==> src/rtl/fft_pkg.sv <==
// fft_pkg: shared definitions for the in-place radix-2 DIT FFT sequencer.
//   state_e : controller FSM encoding (IDLE must stay at zero so reset clears it)
//   FFT_N / FFT_LOG2N : default transform size
//   clog2   : constant-evaluable ceil(log2(v)), used for port/counter widths
package fft_pkg;

   localparam int FFT_N     = 16;
   localparam int FFT_LOG2N = 4;

   typedef enum logic [2:0] {
      ST_IDLE  = 3'd0,
      ST_READ  = 3'd1,
      ST_ISSUE = 3'd2,
      ST_WAIT  = 3'd3,
      ST_WRITE = 3'd4,
      ST_DONE  = 3'd5
   } state_e;

   function automatic int clog2(input int v);
      int r;
      r = 0;
      for (int i = 0; i < 31; i++) begin
         if ((1 << i) < v) r = i + 1;
      end
      return r;
   endfunction

endpackage

==> src/rtl/fft_addr_gen.sv <==
// fft_addr_gen: combinational butterfly address / twiddle generator.
//   i_stage  : stage s (0..LOG2N-1)
//   i_bfly   : butterfly b within the stage (0..N/2-1)
//   o_addr0  : upper leg address  grp*2*span + pos
//   o_addr1  : lower leg address  o_addr0 + span
//   o_tw_idx : twiddle exponent   pos << (LOG2N-1-s)
// with span = 1<<s, grp = b>>s, pos = b & (span-1).
module fft_addr_gen
   import fft_pkg::*;
#(
   parameter int LOG2N  = FFT_LOG2N,
   parameter int ADDR_W = LOG2N,
   parameter int TW_W   = LOG2N - 1,
   parameter int ST_W   = clog2(LOG2N)
) (
   input  logic [ST_W-1:0]   i_stage,
   input  logic [TW_W-1:0]   i_bfly,
   output logic [ADDR_W-1:0] o_addr0,
   output logic [ADDR_W-1:0] o_addr1,
   output logic [TW_W-1:0]   o_tw_idx
);

   logic [ADDR_W-1:0] b_ext, span, grp, pos, a0, tw_full;

   always_comb begin
      b_ext   = ADDR_W'(i_bfly);
      span    = ADDR_W'(1) << i_stage;
      grp     = b_ext >> i_stage;
      pos     = b_ext & (span - ADDR_W'(1));
      // grp*2*span is a left shift by s+1; pos < span so OR is an add
      a0      = (grp << (i_stage + 1'b1)) | pos;
      tw_full = pos << (ADDR_W'(TW_W) - ADDR_W'(i_stage));
   end

   assign o_addr0  = a0;
   assign o_addr1  = a0 + span;
   assign o_tw_idx = tw_full[TW_W-1:0];

endmodule

==> src/rtl/fft_stage_ctrl.sv <==
// fft_stage_ctrl: walks one butterfly2 datapath through all N/2*LOG2N
// butterflies of an in-place radix-2 DIT FFT (bit-reversed in, natural out).
//   i_clk, i_rst      : clock, async active-high reset (aborts a run, no write)
//   i_start           : start request, only looked at in IDLE
//   i_bf_done         : butterfly result ready, only looked at in WAIT
//   o_bf_start        : one-cycle operand-valid pulse to butterfly2
//   o_rd_addr0/1      : RAM read addresses (valid during READ, held after)
//   o_wr_addr0/1      : RAM write addresses, captured at ISSUE
//   o_we              : one-cycle write strobe for both legs
//   o_tw_idx          : twiddle ROM index k of W_N^k
//   o_stage           : current stage
//   o_busy / o_done   : run in progress / one-cycle completion pulse
//   o_error           : sticky butterfly timeout, cleared by next start
// Every output is a flop loaded from the next-state decode.
module fft_stage_ctrl
   import fft_pkg::*;
#(
   parameter  int N       = FFT_N,
   parameter  int LOG2N   = FFT_LOG2N,
   parameter  int ADDR_W  = LOG2N,
   parameter  int TW_W    = LOG2N - 1,
   parameter  int TIMEOUT = 64,
   localparam int ST_W    = clog2(LOG2N)
) (
   input  logic              i_clk,
   input  logic              i_rst,
   input  logic              i_start,
   input  logic              i_bf_done,
   output logic              o_bf_start,
   output logic [ADDR_W-1:0] o_rd_addr0,
   output logic [ADDR_W-1:0] o_rd_addr1,
   output logic [ADDR_W-1:0] o_wr_addr0,
   output logic [ADDR_W-1:0] o_wr_addr1,
   output logic              o_we,
   output logic [TW_W-1:0]   o_tw_idx,
   output logic [ST_W-1:0]   o_stage,
   output logic              o_busy,
   output logic              o_done,
   output logic              o_error
);

   localparam int CW = clog2(TIMEOUT + 1);

   state_e            state_q, state_d;
   logic [ST_W-1:0]   s_q, s_d;
   logic [TW_W-1:0]   b_q, b_d;
   logic [CW-1:0]     wcnt_q, wcnt_d;
   logic              err_q, err_d;
   logic              bf_start_q, bf_start_d, we_q, we_d;
   logic              busy_q, busy_d, done_q, done_d;
   logic [ADDR_W-1:0] rd0_q, rd0_d, rd1_q, rd1_d, wr0_q, wr0_d, wr1_q, wr1_d;
   logic [TW_W-1:0]   tw_q, tw_d;
   logic [ADDR_W-1:0] gen_a0, gen_a1;
   logic [TW_W-1:0]   gen_tw;
   logic              last_b, last_s;

   assign last_b = (b_q == TW_W'(N/2 - 1));
   assign last_s = (s_q == ST_W'(LOG2N - 1));

   // FSM and (s,b) counters
   always_comb begin
      state_d = state_q;
      s_d     = s_q;
      b_d     = b_q;
      wcnt_d  = wcnt_q;
      err_d   = err_q;
      case (state_q)
         ST_IDLE: if (i_start) begin
            err_d   = 1'b0;
            s_d     = '0;
            b_d     = '0;
            state_d = ST_READ;
         end
         ST_READ:  state_d = ST_ISSUE;
         ST_ISSUE: begin
            wcnt_d  = '0;
            state_d = ST_WAIT;
         end
         ST_WAIT: begin
            // done is tested first so it wins over a coincident timeout
            if (i_bf_done) begin
               state_d = ST_WRITE;
            end else if (wcnt_q == CW'(TIMEOUT - 1)) begin
               err_d   = 1'b1;
               state_d = ST_IDLE;
            end else begin
               wcnt_d = wcnt_q + 1'b1;
            end
         end
         ST_WRITE: begin
            state_d = ST_READ;
            if (last_b) begin
               b_d = '0;
               // stage stays at LOG2N-1 after the final butterfly
               if (last_s) state_d = ST_DONE;
               else        s_d     = s_q + 1'b1;
            end else begin
               b_d = b_q + 1'b1;
            end
         end
         ST_DONE:  state_d = ST_IDLE;
         default:  state_d = ST_IDLE;
      endcase
   end

   // Addresses for the butterfly about to be read, so they land on the
   // output flops in the READ cycle itself.
   fft_addr_gen #(
      .LOG2N  (LOG2N),
      .ADDR_W (ADDR_W),
      .TW_W   (TW_W),
      .ST_W   (ST_W)
   ) u_addr_gen (
      .i_stage  (s_d),
      .i_bfly   (b_d),
      .o_addr0  (gen_a0),
      .o_addr1  (gen_a1),
      .o_tw_idx (gen_tw)
   );

   // Registered outputs decoded from the next state
   always_comb begin
      bf_start_d = (state_d == ST_ISSUE);
      we_d       = (state_d == ST_WRITE);
      done_d     = (state_d == ST_DONE);
      busy_d     = (state_d != ST_IDLE);
      rd0_d      = rd0_q;
      rd1_d      = rd1_q;
      tw_d       = tw_q;
      wr0_d      = wr0_q;
      wr1_d      = wr1_q;
      if (state_d == ST_READ) begin
         rd0_d = gen_a0;
         rd1_d = gen_a1;
         tw_d  = gen_tw;
      end
      if (state_d == ST_ISSUE) begin
         wr0_d = rd0_q;
         wr1_d = rd1_q;
      end
   end

   always_ff @(posedge i_clk or posedge i_rst) begin
      if (i_rst) begin
         state_q    <= ST_IDLE;
         s_q        <= '0;
         b_q        <= '0;
         wcnt_q     <= '0;
         err_q      <= 1'b0;
         bf_start_q <= 1'b0;
         we_q       <= 1'b0;
         busy_q     <= 1'b0;
         done_q     <= 1'b0;
         rd0_q      <= '0;
         rd1_q      <= '0;
         wr0_q      <= '0;
         wr1_q      <= '0;
         tw_q       <= '0;
      end else begin
         state_q    <= state_d;
         s_q        <= s_d;
         b_q        <= b_d;
         wcnt_q     <= wcnt_d;
         err_q      <= err_d;
         bf_start_q <= bf_start_d;
         we_q       <= we_d;
         busy_q     <= busy_d;
         done_q     <= done_d;
         rd0_q      <= rd0_d;
         rd1_q      <= rd1_d;
         wr0_q      <= wr0_d;
         wr1_q      <= wr1_d;
         tw_q       <= tw_d;
      end
   end

   assign o_bf_start = bf_start_q;
   assign o_we       = we_q;
   assign o_done     = done_q;
   assign o_busy     = busy_q;
   assign o_error    = err_q;
   assign o_stage    = s_q;
   assign o_rd_addr0 = rd0_q;
   assign o_rd_addr1 = rd1_q;
   assign o_wr_addr0 = wr0_q;
   assign o_wr_addr1 = wr1_q;
   assign o_tw_idx   = tw_q;

endmodule

==> config.mk <==
export PLATFORM = sky130hd
export DESIGN_NAME = fft_stage_ctrl
export DESIGN_NICKNAME = d
export VERILOG_FILES = /design/src/rtl/fft_pkg.sv /design/src/rtl/fft_addr_gen.sv /design/src/rtl/fft_stage_ctrl.sv
export SDC_FILE = /design/constraint.sdc
export NUM_CORES = 1
export LEC_CHECK = 0
export ABC_CLOCK_PERIOD_IN_PS = 4500
export CORE_MARGIN = 10
export CORE_UTILIZATION = 40
export CTS_CLUSTER_DIAMETER = 60
export DETAILED_ROUTE_END_ITERATION = 7
export PLACE_DENSITY = 0.73
export SLEW_MARGIN = 20
export SYNTH_ARGS = -nofsm -noshare
export SYNTH_HDL_FRONTEND = slang
export SYNTH_HIERARCHICAL = 1
export SYNTH_SLANG_ARGS = --single-unit
export TNS_END_PERCENT = 10
==> constraint.sdc <==
create_clock -name i_clk -period 4.5 [get_ports i_clk]
set_input_delay 0.675 -clock i_clk [delete_from_list [all_inputs] [get_ports i_clk]]
set_output_delay 0.675 -clock i_clk [all_outputs]
set_load 0.05 [all_outputs]
# Word level (Yosys, flattened, before mapping)
# Index checks and enable logic that the tools add are counted.
# W data, S select, Z words.
# word_totals
reg_bits	39
word_cells	68
# classes
reduce_logical	6
mux	20
bitwise	2
n_eq_ne	15
addsub	7
n_shift	4
# op_table
operator	count
$mux W3	7
$pmux W3 S5	1
$mux W7	2
$pmux W7 S2	1
$eq A3 B3 Y1 const B	4
$eq A3 B2 Y1 const B	3
$ne A2 B2 Y1 const B	4
$add A7 B1 Y7 const B	1
$eq A7 B6 Y1 const B	1
$eq A3 B1 Y1 const B	2
$mux W2	3
$pmux W3 S2	1
$add A2 B1 Y2 const B	2
$add A4 B4 Y4	1
$and A3 B4 Y4	1
$or A4 B4 Y4	1
$pmux W2 S2	1
$reduce_and A4 Y1	1
$reduce_bool A2 Y1	2
$shl A1 B2 Y4 const A	1
$shl A4 B2 Y4	1
$shl A4 B4 Y3	1
$shr A3 B2 Y4	1
$sub A4 B1 Y4 const B	1
other kinds (8)	10

# Depth between registers and ports, before layout
# depth
depth_word	9
depth_mapped	17

# Hierarchy
# The synthesis kept the hierarchy.
# by_module_without_submodules
mod	cells_per_inst	area_per_inst_um2	instances	seq_area_each_um2
fft_stage_ctrl	138	1785.5	1	975.9
fft_addr_gen	42	337.8	1	0.0

# Least setup slack after synthesis
# No wires, ideal clock.
# synth_path
path_kind	reg2reg
start	reg b_q[0]
end	reg rd1_q[3] (netlist: o_rd_addr1[3])
path_stages_with_launch	16
path_slack_ns	0.910
period_less_slack_ns	3.590
arrival_time_ns	3.464
path_cell_list	dfrtp_1 -> ha_1 -> ha_1 -> nand2_1 -> nor2_1 -> a311oi_1 -> buf_4 -> inv_1 -> ha_1 -> o21ai_0 -> ha_1 -> a21o_1 -> a21oi_1 -> xor2_1 -> xnor2_1 -> mux2_4
# synth_between
elab_chain_cells	8
word_cells_on_any_way	18
classes_between	add/sub (4); eq/ne (2); shift (3); mux (7); bitwise (2)
# synth_rtl
item	line_no	source
start, declared	fft_stage_ctrl.sv:46	logic [TW_W-1:0] b_q, b_d;
start signal, assigned	fft_stage_ctrl.sv:147	b_q <= '0;
start signal, assigned	fft_stage_ctrl.sv:162	b_q <= b_d;
$eq A3 B3 Y1 *	fft_stage_ctrl.sv:57	assign last_b = (b_q == TW_W'(N/2 - 1));
$mux W2 *	fft_stage_ctrl.sv:92	if (last_b) begin
$pmux W2 S2 *	fft_stage_ctrl.sv:67	case (state_q)
net s_d[0]	fft_stage_ctrl.sv:45	logic [ST_W-1:0] s_q, s_d;
$shl A1 B2 Y4	fft_addr_gen.sv:27	span = ADDR_W'(1) << i_stage;
$sub A4 B1 Y4	fft_addr_gen.sv:29	pos = b_ext & (span - ADDR_W'(1));
$and A3 B4 Y4	fft_addr_gen.sv:29	
$or A4 B4 Y4 *	fft_addr_gen.sv:31	a0 = (grp << (i_stage + 1'b1)) | pos;
net gen_a0[1]	fft_stage_ctrl.sv:53	logic [ADDR_W-1:0] gen_a0, gen_a1;
$add A4 B4 Y4 *	fft_addr_gen.sv:36	assign o_addr1 = a0 + span;
net gen_a1[3]	fft_stage_ctrl.sv:53	
end signal, assigned	fft_stage_ctrl.sv:170	rd1_q <= rd1_d;
end, declared	fft_stage_ctrl.sv:51	logic [ADDR_W-1:0] rd0_q, rd0_d, rd1_q, rd1_d, wr0_q, wr0_d, wr1_q, wr1_d;
# The timed path passes the listed nets; every way through them passes the cells marked *.
# A chain may end at the register's enable or synchronous reset.

# Worst setup path after layout
# layout_path
start	in i_start
end	reg rd1_q[3] (netlist: o_rd_addr1[3])
# layout_between
elab_chain_cells	7
word_cells_on_any_way	15
classes_between	add/sub (3); eq/ne (1); shift (3); mux (6); bitwise (2)
# layout_rtl
item	line_no	source
start, declared	fft_stage_ctrl.sv:27	input logic i_start,
$mux W2 *	fft_stage_ctrl.sv:68	ST_IDLE: if (i_start) begin
$pmux W2 S2 *	fft_stage_ctrl.sv:67	
net s_d[1]	fft_stage_ctrl.sv:45	
$shl A1 B2 Y4	fft_addr_gen.sv:27	
$sub A4 B1 Y4	fft_addr_gen.sv:29	
$and A3 B4 Y4	fft_addr_gen.sv:29	
$or A4 B4 Y4 *	fft_addr_gen.sv:31	
net gen_a0[1]	fft_stage_ctrl.sv:53	
$add A4 B4 Y4 *	fft_addr_gen.sv:36	
net gen_a1[3]	fft_stage_ctrl.sv:53	
# Marked as above.

==> insert_results.sql <==
INSERT INTO impl_metrics (metric_group, metric, value, unit) VALUES
('setup_path', 'start_kind', 'input pin', ''),
('setup_path', 'cp-startpoint', 'i_start', ''),
('setup_path', 'crit_fanout', '9', ''),
('logic_synthesis', 'mappedNetlistArea', '2120', 'um2'),
('placement', 'port-buffer-count', '29', ''),
('timing', 'setup_viol_count_final', '0', ''),
('logic_synthesis', 'syn_nets', '195', ''),
('floorplan', 'floorplan.io_pins', '30', ''),
('finish', 'num-nets-final', '228', ''),
('finish', 'register_area', '976', 'um2'),
('timing', 'final_report_max_slew_violation_count', '0', ''),
('clock_tree', 'cts-root-to-sink-buffers', '2', ''),
('clock_tree', 'clk_pin_slew_worst_paths', '70', 'ps'),
('route', 'drt_first_iter_violations', '108', ''),
('finish', 'multiInputGateArea', '1060', 'um2'),
('logic_synthesis', 'synth_edf_count', '0', ''),
('clock_tree', 'cts_hold_buf', '0', ''),
('route', 'drc_violation_count_after_routing', '0', ''),
('logic_synthesis', 'yosys.cell_types.count', '54', ''),
('setup_path', 'worst_r2r_startpoint', 'state_q[0]', ''),
('route', 'final_ant_viol_nets', '0', ''),
('logic_synthesis', 'postSynthRegisterBits', '39', ''),
('floorplan', 'die_outline_height', '92.9', 'um'),
('timing', 'final_period_minus_worst_setup_slack', '3870', 'ps'),
('timing', 'tightestPinTransition', '713', 'ps'),
('clock_tree', 'cts-buffers-inserted', '5', ''),
('power_and_ir_drop', 'peakVddDrop', '0.198', 'mV'),
('floorplan', 'die-area', '8620', 'um2'),
('global_routing', 'pin_count_of_the_biggest_net_entering_global_routing', '40', ''),
('route', 'drtPass1Iterations', '4', ''),
('timing', 'unrepaired_setup_endpoints_after_global_routing', 'no', ''),
('route', 'drt-total-wl', '4.27', 'mm'),
('power_and_ir_drop', 'p_leak', '1.13', 'nW'),
('finish', 'fin_util', '50.0', '%'),
('global_routing', 'grt_pass1_vias', '1520', ''),
('timing', 'worst_clock_skew_on_the_final_layout', '9.53', 'ps'),
('finish', 'drive_above_1_share', '20.1', '%'),
('route', 'route.detailed.vias_per_inst', '5.24', ''),
('global_routing', 'antenna_found_initial', '0', ''),
('timing', 'slew_headroom', '52.3', '%'),
('logic_synthesis', 'synthesis.area_per_instance', '11.8', 'um2'),
('finish', 'antennaDiodeCount', '0', ''),
('setup_path', 'cp.arrival', '4050', 'ps'),
('flow_run', 'cap_violations', '0', ''),
('global_routing', 'groute.usage.overall', '10.7', '%'),
('global_routing', 'grt_first_pass_wirelength', '7.61', 'mm'),
('power_and_ir_drop', 'power.density', '488', 'nW/um2'),
('clock_tree', 'numClockSinks', '39', ''),
('finish', 'fillCellCount', '482', ''),
('logic_synthesis', 'async_reset_ff_share', '100', '%'),
('clock_tree', 'cts.repair.resized', '0', ''),
('clock_tree', 'cts_htree_levels', '2', ''),
('timing', 'final_worst_path_cycle_share', '86.1', '%'),
('clock_tree', 'post_cts.repair.setup_buffers', '0', ''),
('setup_path', 'worst_ep_required_time', '4680', 'ps'),
('global_routing', 'overflow', '0', ''),
('route', 'via_count', '1489', ''),
('floorplan', 'die_width', '92.9', 'um'),
('timing', 'maxClockFrequency', '0.258', 'GHz'),
('logic_synthesis', 'syn-instance-count', '180', ''),
('logic_synthesis', 'fraction_of_the_yosys_area_taken_by_sequential_cells', '46.0', '%'),
('placement', 'dp.final_hpwl', '3.11', 'mm'),
('logic_synthesis', 'yosysWarnings', '6', ''),
('timing', 'hold-worst-slack', '506', 'ps'),
('clock_tree', 'cts-root-buf', 'clkbuf_8', ''),
('min_path', 'hold_path.class', 'register to register', ''),
('clock_tree', 'clock_latency', '300', 'ps'),
('logic_synthesis', 'most_instantiated_flip_flop_cell_in_the_synthesis_netlist', 'dfrtp_1', ''),
('clock_tree', 'cts_tree', 'done', ''),
('status', 'status', 'complete, no violations', ''),
('timing', 'tns', '0', 'ps'),
('timing', 'timing.final.hold_violations', '0', ''),
('floorplan', 'placement_rows', '26', ''),
('setup_path', 'crit_type', 'input pin to register', ''),
('min_path', 'hp-start', 'o_wr_addr1[1]', ''),
('finish', 'area_growth', '21.0', '%'),
('placement', 'place_congestion', '0.820', ''),
('floorplan', 'core_region_area', '5140', 'um2'),
('floorplan', 'start_util', '41.3', '%'),
('route', 'routedWlPerCell', '15.0', 'um'),
('setup_path', 'setup.worst_path.end_class', 'register', '');
[power by group]
part	total (mW)	switching [mW]	internal [mW]
clock	0.237	0.130	0.108
combinational	0.520	0.309	0.211
sequential	0.497	0.0785	0.419
total	1.25	0.517	0.738
[Yosys cell counts (2+ instances only)]
cell | count | area share [%]
dfrtp_1 | 39 | 46
mux2_4 | 11 | 7.8
o21ai_0 | 11 | 2.6
ha_1 | 10 | 5.9
mux2_2 | 10 | 5.3
nor2_1 | 9 | 1.6
a21oi_1 | 8 | 1.9
inv_1 | 6 | 1.1
nand2_1 | 6 | 1.1
o31ai_1 | 6 | 2.1
and2_1 | 3 | 0.88
clkbuf_1 | 3 | 0.53
nand3_1 | 3 | 0.71
nor2b_1 | 3 | 0.88
xor2_1 | 3 | 1.2
a21boi_0 | 2 | 0.71
a311oi_1 | 2 | 0.83
a31o_2 | 2 | 0.83
a31oi_1 | 2 | 0.59
and4b_1 | 2 | 0.94
nand2b_1 | 2 | 0.59
nand4b_1 | 2 | 0.83
nor3_1 | 2 | 0.47
o211ai_1 | 2 | 0.71
xnor2_1 | 2 | 0.83
[worst paths after layout]
kind	depth (start not counted)	end	slack [ps]
max in group asynchronous	3	wcnt_q[4]	3360
min	1	o_wr_addr1[1]	510
max	15	o_rd_addr1[3]	630
max reg2reg	14	o_rd_addr1[3]	710
min reg2reg	1	o_wr_addr1[1]	510
min in group asynchronous	3	o_rd_addr1[2]	800
[layout by cell type (no fill, tap or decap), types with 2 or more instances in the layout]
cell / count
dfrtp_1: 39
clkdlybuf4s50_1: 29
xnor2_1: 2
mux2_2: 10
o31ai_1: 6
nor2_1: 9
a21boi_0: 2
inv_1: 6
a31oi_1: 2
nand3_1: 3
and4b_1: 2
o21ai_0: 11
nor3_1: 2
mux2_4: 11
a31o_2: 2
clkinvlp_4: 2
nand2b_1: 2
a21oi_1: 8
nand4b_1: 2
nor2b_1: 3
and2_1: 3
nand2_1: 6
o211ai_1: 2
xor2_1: 3
clkbuf_8: 5
buf_4: 3
a311oi_1: 2
ha_1: 10
[cell type report]
cell class	instances	area share (%)
Clock buffer	5	2.68
Clock inverter	3	0.779
Inverter	7	1.56
Multi-Input combinational cell	128	41.4
Sequential cell	39	38.0
Tap cell	70	3.41
Timing Repair Buffer	32	12.2
[kinds of logic (layout without fill, tap and decap cells)]
group	count (synthesis)	after routing	synth area share, %
AOI/OAI and AO/OA	46	46	14.7
and+or+nand+nor	44	44	13.0
DFF	39	39	46.0
muxes	22	22	13.6
buffers and inverters	13	47	3.95
adders and majority gates	11	11	6.84
xor gates and xnor gates	5	5	2.06
[per-layer routing]
layer  global-route usage [%]  up-vias  share of wire, %  wire length (um)
li1                         -      737                 -                 -
met1                     13.3      726                46              1960
met2                     16.4       19                47              2030
met3                     3.47        7               4.8               203
met4                     5.01        0               1.9                80
met5                        0        -                 0                 0
[sequential cells by signal, summed over array words and instances, names as in the netlist]
register,count
o_wr_addr1,4
o_rd_addr0,4
o_stage,2
b_q,3
o_error,1
o_tw_idx,3
o_rd_addr1,4
o_bf_start,1
state_q,3
o_wr_addr0,4
o_we,1
o_busy,1
wcnt_q,7
o_done,1
[worst max-delay path, stage by stage]
cell             delay, ps
clkdlybuf4s50_1        480
or3b_2                 240
a21oi_1                 60
nor2_1                 460
bufinv_8               300
ha_1                   240
xnor2_1                220
nand2_1                110
o21ai_0                140
ha_1                   290
a21o_1                 160
a21oi_1                170
xor2_1                 190
xnor2_1                 80
mux2_4                 250
[through the flow]
| stage | power, mW | instance area (um2) | worst slack [ps] | instances |
|---|---|---|---|---|
| floorplan | 0.883 | 2120 | 910 | 180 |
| global placement | 1.02 | 2480 | 445 | 276 |
| detailed placement | 1.03 | 2480 | 327 | 276 |
| CTS | 1.27 | 2570 | 653 | 284 |
| global route | 1.34 | 2570 | 411 | 284 |
| finish | 1.25 | 2570 | 625 | 284 |
Power figures use the tool's default switching activity.
